File: src/rtl/ray_column_scheduler_if.sv
// Bus between the column scheduler, its frame trigger, the shared ray-march
// engine and the double-buffered column RAM.
interface ray_column_scheduler_if #(
  parameter int COL_W    = 10,
  parameter int HEIGHT_W = 9
);
  logic                  frame_start;
  logic                  ray_start;
  logic [COL_W-1:0]      ray_col;
  logic                  ray_done;
  logic [HEIGHT_W-1:0]   ray_height;
  logic [1:0]            ray_color;
  logic                  buf_we;
  logic [COL_W-1:0]      buf_waddr;
  logic [HEIGHT_W+1:0]   buf_wdata;
  logic                  buf_bank;
  logic                  disp_bank;
  logic                  busy;
  logic                  frame_done;
  logic                  overrun;
  logic                  timeout_err;

  // Scheduler side.
  modport slave (
    input  frame_start, ray_done, ray_height, ray_color,
    output ray_start, ray_col, buf_we, buf_waddr, buf_wdata,
           buf_bank, disp_bank, busy, frame_done, overrun, timeout_err
  );

  // Environment side: frame trigger, engine and RAM/display.
  modport master (
    output frame_start, ray_done, ray_height, ray_color,
    input  ray_start, ray_col, buf_we, buf_waddr, buf_wdata,
           buf_bank, disp_bank, busy, frame_done, overrun, timeout_err
  );
endinterface

File: src/rtl/ray_column_scheduler.sv
// Time-shares one ray-march engine across all screen columns. Each frame
// casts one ray per column, writes {colour,height} into the back bank of a
// double-buffered column RAM and swaps banks once the last column is stored,
// so the display only ever reads a complete frame.
module ray_column_scheduler #(
  parameter int NUM_COLS   = 640,
  parameter int COL_W      = 10,
  parameter int HEIGHT_W   = 9,
  parameter int MAX_HEIGHT = 480,
  parameter int TIMEOUT    = 1023
) (
  input  logic                    clk,
  input  logic                    rst,
  ray_column_scheduler_if.slave   bus
);

  localparam int CNT_W = $clog2(TIMEOUT + 1);
  localparam logic [COL_W-1:0]    LAST_COL = COL_W'(NUM_COLS - 1);
  localparam logic [HEIGHT_W-1:0] MAX_H    = HEIGHT_W'(MAX_HEIGHT);
  // Counter value seen on the last WAIT cycle before the column is abandoned.
  localparam logic [CNT_W-1:0]    CNT_LAST = CNT_W'(TIMEOUT - 1);

  typedef enum logic [2:0] {
    IDLE  = 3'd0,
    ISSUE = 3'd1,
    WAIT  = 3'd2,
    WRITE = 3'd3,
    NEXT  = 3'd4,
    SWAP  = 3'd5
  } state_t;

  state_t                state_q, state_d;
  logic [COL_W-1:0]      col_q, col_d;
  logic [CNT_W-1:0]      cnt_q, cnt_d;
  logic                  ray_start_q, ray_start_d;
  logic [COL_W-1:0]      ray_col_q, ray_col_d;
  logic                  buf_we_q, buf_we_d;
  logic [COL_W-1:0]      buf_waddr_q, buf_waddr_d;
  logic [HEIGHT_W+1:0]   buf_wdata_q, buf_wdata_d;
  logic                  buf_bank_q, buf_bank_d;
  logic                  disp_bank_q, disp_bank_d;
  logic                  busy_q, busy_d;
  logic                  frame_done_q, frame_done_d;
  logic                  overrun_q, overrun_d;
  logic                  timeout_err_q, timeout_err_d;

  // Engine heights beyond the screen are clamped to the full-screen slice.
  function automatic logic [HEIGHT_W-1:0] clamp_height(input logic [HEIGHT_W-1:0] h);
    if (h > MAX_H) begin
      return MAX_H;
    end else begin
      return h;
    end
  endfunction

  // Next-state and next-output logic; every output is computed one cycle
  // ahead so that it is registered while the matching state is current.
  always_comb begin
    state_d       = state_q;
    col_d         = col_q;
    cnt_d         = cnt_q;
    ray_col_d     = ray_col_q;
    buf_waddr_d   = buf_waddr_q;
    buf_wdata_d   = buf_wdata_q;
    buf_bank_d    = buf_bank_q;
    disp_bank_d   = disp_bank_q;
    timeout_err_d = timeout_err_q;
    ray_start_d   = 1'b0;
    buf_we_d      = 1'b0;
    frame_done_d  = 1'b0;
    overrun_d     = bus.frame_start && (state_q != IDLE);

    case (state_q)
      IDLE: begin
        if (bus.frame_start) begin
          state_d     = ISSUE;
          col_d       = '0;
          ray_col_d   = '0;
          ray_start_d = 1'b1;
        end else begin
          state_d = IDLE;
        end
      end
      ISSUE: begin
        cnt_d   = '0;
        state_d = WAIT;
      end
      WAIT: begin
        if (bus.ray_done) begin
          // A result on the expiry cycle still counts as a normal completion.
          buf_wdata_d = {bus.ray_color, clamp_height(bus.ray_height)};
          buf_waddr_d = col_q;
          buf_we_d    = 1'b1;
          state_d     = WRITE;
        end else if (cnt_q == CNT_LAST) begin
          buf_wdata_d   = '0;
          buf_waddr_d   = col_q;
          buf_we_d      = 1'b1;
          timeout_err_d = 1'b1;
          state_d       = WRITE;
        end else begin
          cnt_d = cnt_q + CNT_W'(1);
        end
      end
      WRITE: begin
        state_d = NEXT;
      end
      NEXT: begin
        if (col_q == LAST_COL) begin
          state_d      = SWAP;
          frame_done_d = 1'b1;
          disp_bank_d  = buf_bank_q;
          buf_bank_d   = ~buf_bank_q;
        end else begin
          col_d       = col_q + COL_W'(1);
          ray_col_d   = col_q + COL_W'(1);
          ray_start_d = 1'b1;
          state_d     = ISSUE;
        end
      end
      SWAP: begin
        state_d = IDLE;
      end
      default: begin
        state_d = IDLE;
      end
    endcase

    busy_d = (state_d != IDLE);
  end

  // State and output registers; reset leaves the display on bank 1 so the
  // first frame is built in bank 0.
  always_ff @(posedge clk or negedge rst) begin
    if (!rst) begin
      state_q       <= IDLE;
      col_q         <= '0;
      cnt_q         <= '0;
      ray_start_q   <= 1'b0;
      ray_col_q     <= '0;
      buf_we_q      <= 1'b0;
      buf_waddr_q   <= '0;
      buf_wdata_q   <= '0;
      buf_bank_q    <= 1'b0;
      disp_bank_q   <= 1'b1;
      busy_q        <= 1'b0;
      frame_done_q  <= 1'b0;
      overrun_q     <= 1'b0;
      timeout_err_q <= 1'b0;
    end else begin
      state_q       <= state_d;
      col_q         <= col_d;
      cnt_q         <= cnt_d;
      ray_start_q   <= ray_start_d;
      ray_col_q     <= ray_col_d;
      buf_we_q      <= buf_we_d;
      buf_waddr_q   <= buf_waddr_d;
      buf_wdata_q   <= buf_wdata_d;
      buf_bank_q    <= buf_bank_d;
      disp_bank_q   <= disp_bank_d;
      busy_q        <= busy_d;
      frame_done_q  <= frame_done_d;
      overrun_q     <= overrun_d;
      timeout_err_q <= timeout_err_d;
    end
  end

  assign bus.ray_start   = ray_start_q;
  assign bus.ray_col     = ray_col_q;
  assign bus.buf_we      = buf_we_q;
  assign bus.buf_waddr   = buf_waddr_q;
  assign bus.buf_wdata   = buf_wdata_q;
  assign bus.buf_bank    = buf_bank_q;
  assign bus.disp_bank   = disp_bank_q;
  assign bus.busy        = busy_q;
  assign bus.frame_done  = frame_done_q;
  assign bus.overrun     = overrun_q;
  assign bus.timeout_err = timeout_err_q;

endmodule
File: src/flat_wrapper.sv
// flat-port wrapper written by rule: the top's interface ports become plain ports
module ray_column_scheduler_flat 
#(
  parameter int NUM_COLS   = 640,
  parameter int COL_W      = 10,
  parameter int HEIGHT_W   = 9,
  parameter int MAX_HEIGHT = 480,
  parameter int TIMEOUT    = 1023
)
  (clk, rst, bus_frame_start, bus_ray_done, bus_ray_height, bus_ray_color, bus_ray_start, bus_ray_col, bus_buf_we, bus_buf_waddr, bus_buf_wdata, bus_buf_bank, bus_disp_bank, bus_busy, bus_frame_done, bus_overrun, bus_timeout_err);
  ray_column_scheduler_if #(.COL_W(COL_W), .HEIGHT_W(HEIGHT_W)) bus_i ();
  input  logic clk;
  input  logic rst;
  input wire logic [$bits(bus_i.frame_start)-1:0] bus_frame_start;
  input wire logic [$bits(bus_i.ray_done)-1:0] bus_ray_done;
  input wire logic [$bits(bus_i.ray_height)-1:0] bus_ray_height;
  input wire logic [$bits(bus_i.ray_color)-1:0] bus_ray_color;
  output wire logic [$bits(bus_i.ray_start)-1:0] bus_ray_start;
  output wire logic [$bits(bus_i.ray_col)-1:0] bus_ray_col;
  output wire logic [$bits(bus_i.buf_we)-1:0] bus_buf_we;
  output wire logic [$bits(bus_i.buf_waddr)-1:0] bus_buf_waddr;
  output wire logic [$bits(bus_i.buf_wdata)-1:0] bus_buf_wdata;
  output wire logic [$bits(bus_i.buf_bank)-1:0] bus_buf_bank;
  output wire logic [$bits(bus_i.disp_bank)-1:0] bus_disp_bank;
  output wire logic [$bits(bus_i.busy)-1:0] bus_busy;
  output wire logic [$bits(bus_i.frame_done)-1:0] bus_frame_done;
  output wire logic [$bits(bus_i.overrun)-1:0] bus_overrun;
  output wire logic [$bits(bus_i.timeout_err)-1:0] bus_timeout_err;
  assign bus_i.frame_start = bus_frame_start;
  assign bus_i.ray_done = bus_ray_done;
  assign bus_i.ray_height = bus_ray_height;
  assign bus_i.ray_color = bus_ray_color;
  assign bus_ray_start = bus_i.ray_start;
  assign bus_ray_col = bus_i.ray_col;
  assign bus_buf_we = bus_i.buf_we;
  assign bus_buf_waddr = bus_i.buf_waddr;
  assign bus_buf_wdata = bus_i.buf_wdata;
  assign bus_buf_bank = bus_i.buf_bank;
  assign bus_disp_bank = bus_i.disp_bank;
  assign bus_busy = bus_i.busy;
  assign bus_frame_done = bus_i.frame_done;
  assign bus_overrun = bus_i.overrun;
  assign bus_timeout_err = bus_i.timeout_err;
  ray_column_scheduler #(.NUM_COLS(NUM_COLS), .COL_W(COL_W), .HEIGHT_W(HEIGHT_W), .MAX_HEIGHT(MAX_HEIGHT), .TIMEOUT(TIMEOUT)) u_core (.clk(clk), .rst(rst), .bus(bus_i));
endmodule
File: config.mk
export PLATFORM = sky130hd
export DESIGN_NAME = ray_column_scheduler_flat
export DESIGN_NICKNAME = d
export VERILOG_FILES = /design/src/rtl/ray_column_scheduler_if.sv /design/src/rtl/ray_column_scheduler.sv /design/src/flat_wrapper.sv
export SDC_FILE = /design/constraint.sdc
export NUM_CORES = 1
export LEC_CHECK = 0
export CORE_MARGIN = 3
export CORE_UTILIZATION = 53
export DETAILED_ROUTE_END_ITERATION = 7
export PLACE_DENSITY = 0.91
export REMOVE_ABC_BUFFERS = 1
export SLEW_MARGIN = 20
export SYNTH_ARGS = -nofsm -noshare
export SYNTH_HDL_FRONTEND = slang
export SYNTH_SLANG_ARGS = --single-unit
File: constraint.sdc
create_clock -name clk -period 3.2 [get_ports clk]
set_input_delay 0.8 -clock clk [delete_from_list [all_inputs] [get_ports clk]]
set_output_delay 0.8 -clock clk [all_outputs]
set_load 0.1 [all_outputs]
==> results by group, run 1 <==
Route
  – # DRC: 0
  – Vias: 1772
  – Detail Route Antenna Nets: 0
  – DRT iter0 DRCs: 110
  – Post-Route WL: 4621 µm
  – Pre-Repair DR Iteration Count: 4
  – Vias per inst: 5.791
  – WL/cell: 15.10 µm

Clock network
  – Max Root-Sink Buffers: 2
  – CTS Hold Bufs: 0
  – CTS H-tree lvls: 2
  – Clock buffer count from CTS: 5
  – Clock transition at path regs: 0.09 ns
  – # Post-CTS Setup Buffers: 0
  – CTS tree: built
  – Root buffer cell: clkbuf_8
  – Worst skew pair latency: 0.30 ns
  – CTS resizes: 0
  – CTS sink count: 52

Floorplanning
  – Rows: 23
  – I/O pins: 54
  – Die Area: 0.005289 mm²
  – Initial core utilization: 0.5694
  – DIE HEIGHT: 72.73 µm
  – Die Wd: 72.73 µm
  – Placeable core area: 0.004144 mm²

Global routing
  – First-pass GRT wire length: 7838 µm
  – Number of global-route vias before repair: 1612
  – Largest net degree at the start of global routing: 53
  – Initial antenna violation count: 0
  – Total global routing overflow: 0
  – Tot GR Track Use: 0.1892

Power
  – Pleak: 1.389 nW
  – Worst vdd ir: 455.8 µV
  – PwrDens: 934.5 mW/mm²

Synth
  – #FFs+latches synth: 52
  – Post-synth EDFFs: 0
  – Distinct cell type count after synthesis: 46
  – Seq/Total Area, Yosys: 0.5520
  – Syn_area_per_cell: 11.74 µm²
  – Asr flop ratio synth: 1.000
  – Area contributors post-synth: dfrtp_1 (54%), mux2_2 (5.2%), a22o_1 (4.1%)
  – Share of the synthesized area in the top cell type: 0.5408
  – Synth Flop Type: dfrtp_1
  – Synth Warn #: 0
  – Cell taking the most area after synthesis: dfrtp_1
  – Synth Instances: 201
  – Synth Cell Area: 0.002360 mm²

Worst hold path
  – Hold Path Class: reg2reg
  – Min-Delay Endpoint: u_core.bus.timeout_err$_DFFE_PN0P_
  – Worst Hold Depth: 1
  – Hold path start: u_core.bus.timeout_err$_DFFE_PN0P_

Timing
  – Worst slew pin tran: 0.6778 ns
  – Max Clk Rate: 420.4 MHz
  – Tmin final: 2.379 ns
  – Final slew viol count: 0
  – Final period util: 0.7433
  – Final Skew: 0.004967 ns
  – Slew margin rel.: 0.5481
  – Final Hold Vio Count: 0
  – Finish-stage setup viols: 0
  – Setup TNS: 0 ns
  – Unrepaired setup endpoints after global routing: false
  – Hold WS: 0.4663 ns

Place
  – I/O Buffers: 53
  – Routability Congestion: 0.8897
  – Post-DP HPWL: 3349 µm
  – Cell Area, Placed: 0.002819 mm²

Cells and area
  – Area grow syn2layout: 24.02%
  – Final nets: 273
  – Share of cells above drive strength 1: 0.2813
  – FILL cells: 296
  – Number of diodes: 0
  – Commonest cells after routing, fill and taps aside: dfrtp_1 (51), buf_4 (42), nand2_1 (14)
  – Fin area: 0.002927 mm²
  – Most common cell after layout, fill and taps aside: dfrtp_1

Worst setup path
  – Crit Path Category: in2reg
  – CP endpoint kind: flip-flop
  – CP arrival: 2.60 ns
  – RR Endpoint: u_core.bus.buf_waddr[4]$_DFFE_PN0P_
  – Crit path max fanout: 18
  – Origin of the worst setup path: bus_ray_done
  – Crit start category: primary input
  – FF-to-FF Start: u_core.cnt_q[0]$_DFFE_PN0P_
  – R2R cell count: 7
  – FF-to-FF setup slack: 1.24 ns
  – Worst Path Required: 3.42 ns

Job
  – Max-cap viol count: 0

Run status
  – Status: completed
metal layers:
layer  part of all wire  up-vias  wire [µm]  GRT usage
li1                   -      856          -          -
met1               0.45      870       2085     0.2654
met2               0.48       40       2201     0.2876
met3              0.059        6        273    0.05372
met4              0.013        0         61    0.05533
met5                  0        -          0          0
per-stage QoR:
| stage | total power [W] | std cells | setup slack [ns] | utilization |
|---|---|---|---|---|
| 2_1_floorplan | 0.001996 | 192 | 0.9235 | - |
| 3_3_place_gp | 0.002295 | 298 | 0.5967 | 0.6803 |
| 3_5_place_dp | 0.002321 | 298 | 0.4749 | 0.6803 |
| 4_1_cts | 0.002758 | 306 | 0.8123 | 0.7062 |
| 5_1_grt | 0.002866 | 306 | 0.7183 | 0.7062 |
| 6_report | 0.002735 | 306 | 0.8214 | 0.7062 |
cell usage after synthesis (2+ instances only):
master and number:
dfrtp_1 51, nand2_1 14, a22o_1 11, mux2_2 11
nand3_1 10, o21ai_0 10, nor2_1 9, inv_1 8
o31ai_1 7, a21oi_1 6, nand4_1 5, buf_2 4
nor3_1 4, o211ai_1 4, and2_1 3, clkbuf_1 3
ha_1 3, mux2i_1 3, a21boi_1 2, and3_1 2
buf_6 2, nor3b_2 2, or3_1 2, or4_1 2
xor2_1 2
worst max path at each step:
stage                                             to  slack (ns)
floorplan           u_core.bus.disp_bank$_DFFE_PN1P_        0.92
global placement         u_core.cnt_q[6]$_DFFE_PN0P_        0.60
detailed placement       u_core.cnt_q[6]$_DFFE_PN0P_        0.47
CTS                      u_core.cnt_q[6]$_DFFE_PN0P_        0.81
global route             u_core.cnt_q[6]$_DFFE_PN0P_        0.72
finish                   u_core.cnt_q[6]$_DFFE_PN0P_        0.82
sequential cells by signal, summed over array words and instances (netlist names):
register	count
u_core.bus.busy	1
u_core.state_q	3
u_core.col_q	10
u_core.bus.buf_bank	1
u_core.bus.ray_start	1
u_core.bus.overrun	1
u_core.cnt_q	10
u_core.bus.buf_wdata	11
u_core.bus.frame_done	1
u_core.bus.buf_we	1
u_core.bus.buf_waddr	10
u_core.bus.disp_bank	1
u_core.bus.timeout_err	1
cell families (layout without fill, tap and decap cells):
group                    count (synthesis)  count (layout)  share of synthesized area
AND/OR/NAND/NOR                         64              64                     0.1697
multiplexers                            14              14                    0.06522
buffers and inverters                   17              72                    0.03552
XOR/XNOR                                 3               3                    0.01114
adder cells (fa/ha/maj)                  3               3                    0.01591
flip-flops                              52              52                     0.5520
AO/OA/AOI/OAI                           48              48                     0.1506
where the power goes:
group	internal (W)	leakage (nW)	total (W)	switching (W)
Combinational	0.000336	0.641	0.00137	0.00104
Clock	0.000232	0.0552	0.000435	0.000202
Sequential	0.000793	0.693	0.000928	0.000135
Total	0.00136	1.39	0.00273	0.00137
area by class of cell:
cell class | instances | area [µm²] | share of cell area
tap | 50 | 62.56 | 0.02138
sequential | 52 | 1303 | 0.4451
inverter | 8 | 30.03 | 0.01026
timing repair buffer | 56 | 450.4 | 0.1539
clock inverter | 2 | 35.03 | 0.01197
multi-input combinational | 132 | 973.4 | 0.3326
clock buffer | 6 | 72.57 | 0.02480
critical path: stages:
cell             delay [ns]
clkdlybuf4s50_1        0.50
nor4b_4                0.38
o31ai_4                0.24
or4_1                  0.52
a21boi_1               0.17
No activity file was read; power rests on OpenSTA's default activity.
==> run 2, diff against run 1 <==
- CORE_UTILIZATION: 53 -> 50
- PLACE_DENSITY: 0.91 -> 0.87
- clock period: 3.2 -> 2.5 ns (I/O delays scaled with it)
==> results by group, run 2 (synthesized netlist as in run 1, its figures left out) <==
Floorplanning
  – Initial core utilization: 0.5310
  – Die Area: 0.005580 mm²
  – Rows: 24
  – I/O pins: 54
  – DIE HEIGHT: 74.70 µm
  – Die Wd: 74.70 µm
  – Placeable core area: 0.004444 mm²

Clock network
  – CTS sink count: 52
  – CTS resizes: 0
  – Clock transition at path regs: 0.09 ns
  – Worst skew pair latency: 0.30 ns
  – Root buffer cell: clkbuf_8
  – CTS tree: built
  – Max Root-Sink Buffers: 2
  – CTS H-tree lvls: 2
  – # Post-CTS Setup Buffers: 0
  – Clock buffer count from CTS: 5
  – CTS Hold Bufs: 0

Route
  – Met2 routed WL: 2337 µm
  – WL met1: 2161 µm
  – Vias: 1761
  – DRT iter0 DRCs: 87
  – Met3 WL: 196 µm
  – # DRC: 0
  – Top Layer Used: met4
  – Vias per inst: 5.644
  – WL/cell: 15.29 µm
  – Detail Route Antenna Nets: 0
  – Pre-Repair DR Iteration Count: 4
  – Post-Route WL: 4770 µm

Worst setup path
  – CP Cell Sequence: clkdlybuf4s50_1 > nor4b_4 > o31ai_4 > or4_1 > a21boi_1
  – CP top delay family: simple AND/OR/NAND/NOR gates
  – Crit start category: primary input
  – CP arrival: 2.26 ns
  – Crit path max fanout: 8
  – FF-to-FF setup slack: 0.60 ns
  – Slowest-stage cell, CP: or4_1
  – Worst Path Required: 2.73 ns
  – Crit Path Category: in2reg
  – CP endpoint kind: flip-flop
  – Buffers & Inverters on Critical Path: 1
  – Max incr delay on CP: 0.49 ns

Run status
  – Status: completed

Timing
  – Slew margin rel.: 0.5936
  – Fin worst setup slack: 0.4644 ns
  – Final period util: 0.8143
  – Finish-stage setup viols: 0
  – Final Hold Vio Count: 0
  – Worst slew pin tran: 0.6044 ns
  – Tmin final: 2.036 ns
  – Final slew viol count: 0
  – Setup TNS: 0 ns
  – Unrepaired setup endpoints after global routing: false
  – Max Clk Rate: 491.2 MHz
  – Final Skew: 0.005481 ns

Job
  – Max-cap viol count: 0

Place
  – Post-DP HPWL: 3376 µm
  – Routability Congestion: 0.8556
  – I/O Buffers: 53
  – Post-place setup slack: 0.1489 ns

Global routing
  – Total global routing overflow: 0
  – Number of global-route vias before repair: 1733
  – Initial antenna violation count: 0
  – First-pass GRT wire length: 7803 µm
  – Tot GR Track Use: 0.1816
  – Largest net degree at the start of global routing: 53

Cells and area
  – Footprint of the multi-input gates: 973.4 µm²
  – Max reg flops: 11
  – Commonest cells after routing, fill and taps aside: dfrtp_1 (51), buf_4 (45), nand2_1 (14)
  – Most common cell after layout, fill and taps aside: dfrtp_1
  – Area grow syn2layout: 25.34%
  – FILL cells: 335
  – Share of cells above drive strength 1: 0.2923
  – Final nets: 277
  – Number of diodes: 0
  – Register area: 0.001303 mm²

Power
  – Pleak: 1.403 nW
  – PwrDens: 1166 mW/mm²
  – Worst vdd ir: 595.3 µV

Worst hold path
  – Hold Path Class: in2async
## run 2: cell type report
cell class	instances	area share
Clock inverter	1	0.002538
Inverter	8	0.01015
Timing Repair Buffer	60	0.1667
Sequential cell	52	0.4404
Tap cell	52	0.02200
Multi-Input combinational cell	132	0.3291
Clock buffer	7	0.02919
## run 2: per-stage QoR
stage,instance area [µm²],power [W],util,hold slack (ns),instances
2_1_floorplan,2306,0.002555,-,0.3294,192
3_3_place_gp,2864,0.002956,0.6444,0.4530,304
3_5_place_dp,2864,0.002988,0.6444,0.4775,304
4_1_cts,2958,0.003476,0.6655,0.3087,312
5_1_grt,2958,0.003615,0.6655,0.3011,312
6_report,2958,0.003449,0.6655,0.2936,312
## run 2: layer usage
| metal | GRT usage | vias up |
|---|---|---|
| met5 | 0 | - |
| met4 | 0.06719 | 0 |
| met3 | 0.03605 | 5 |
| met2 | 0.3151 | 45 |
| met1 | 0.2243 | 848 |
| li1 | - | 863 |
## run 2: final timing paths
check / cells after the start / end / startpoint
hold reg to reg: 1 / u_core.cnt_q[9]$_DFFE_PN0P_ / u_core.cnt_q[9]$_DFFE_PN0P_
hold / removal: 2 / u_core.bus.buf_waddr[8]$_DFFE_PN0P_ / rst
max in group asynchronous: 2 / u_core.bus.disp_bank$_DFFE_PN1P_ / rst
setup / recovery: 5 / u_core.cnt_q[7]$_DFFE_PN0P_ / bus_ray_done
setup reg to reg: 7 / u_core.bus.buf_waddr[5]$_DFFE_PN0P_ / u_core.cnt_q[0]$_DFFE_PN0P_
min in group clk: 1 / u_core.cnt_q[9]$_DFFE_PN0P_ / u_core.cnt_q[9]$_DFFE_PN0P_
## run 2: worst register-to-register path, delay by kind of cell (launching register included)
family | cells | cell delay (ns)
muxes | 1 | 0.29
DFF | 1 | 0.44
and+or+nand+nor | 2 | 0.51
AOI/OAI and AO/OA | 1 | 0.11
buffers and inverters | 2 | 0.30
adders and majority gates | 1 | 0.14
## run 2: where the power goes
group          internal [W]  switching, W  total (W)
logic              0.000444       0.00133    0.00177
registers           0.00101      0.000176    0.00119
clock network      0.000225      0.000262   0.000488
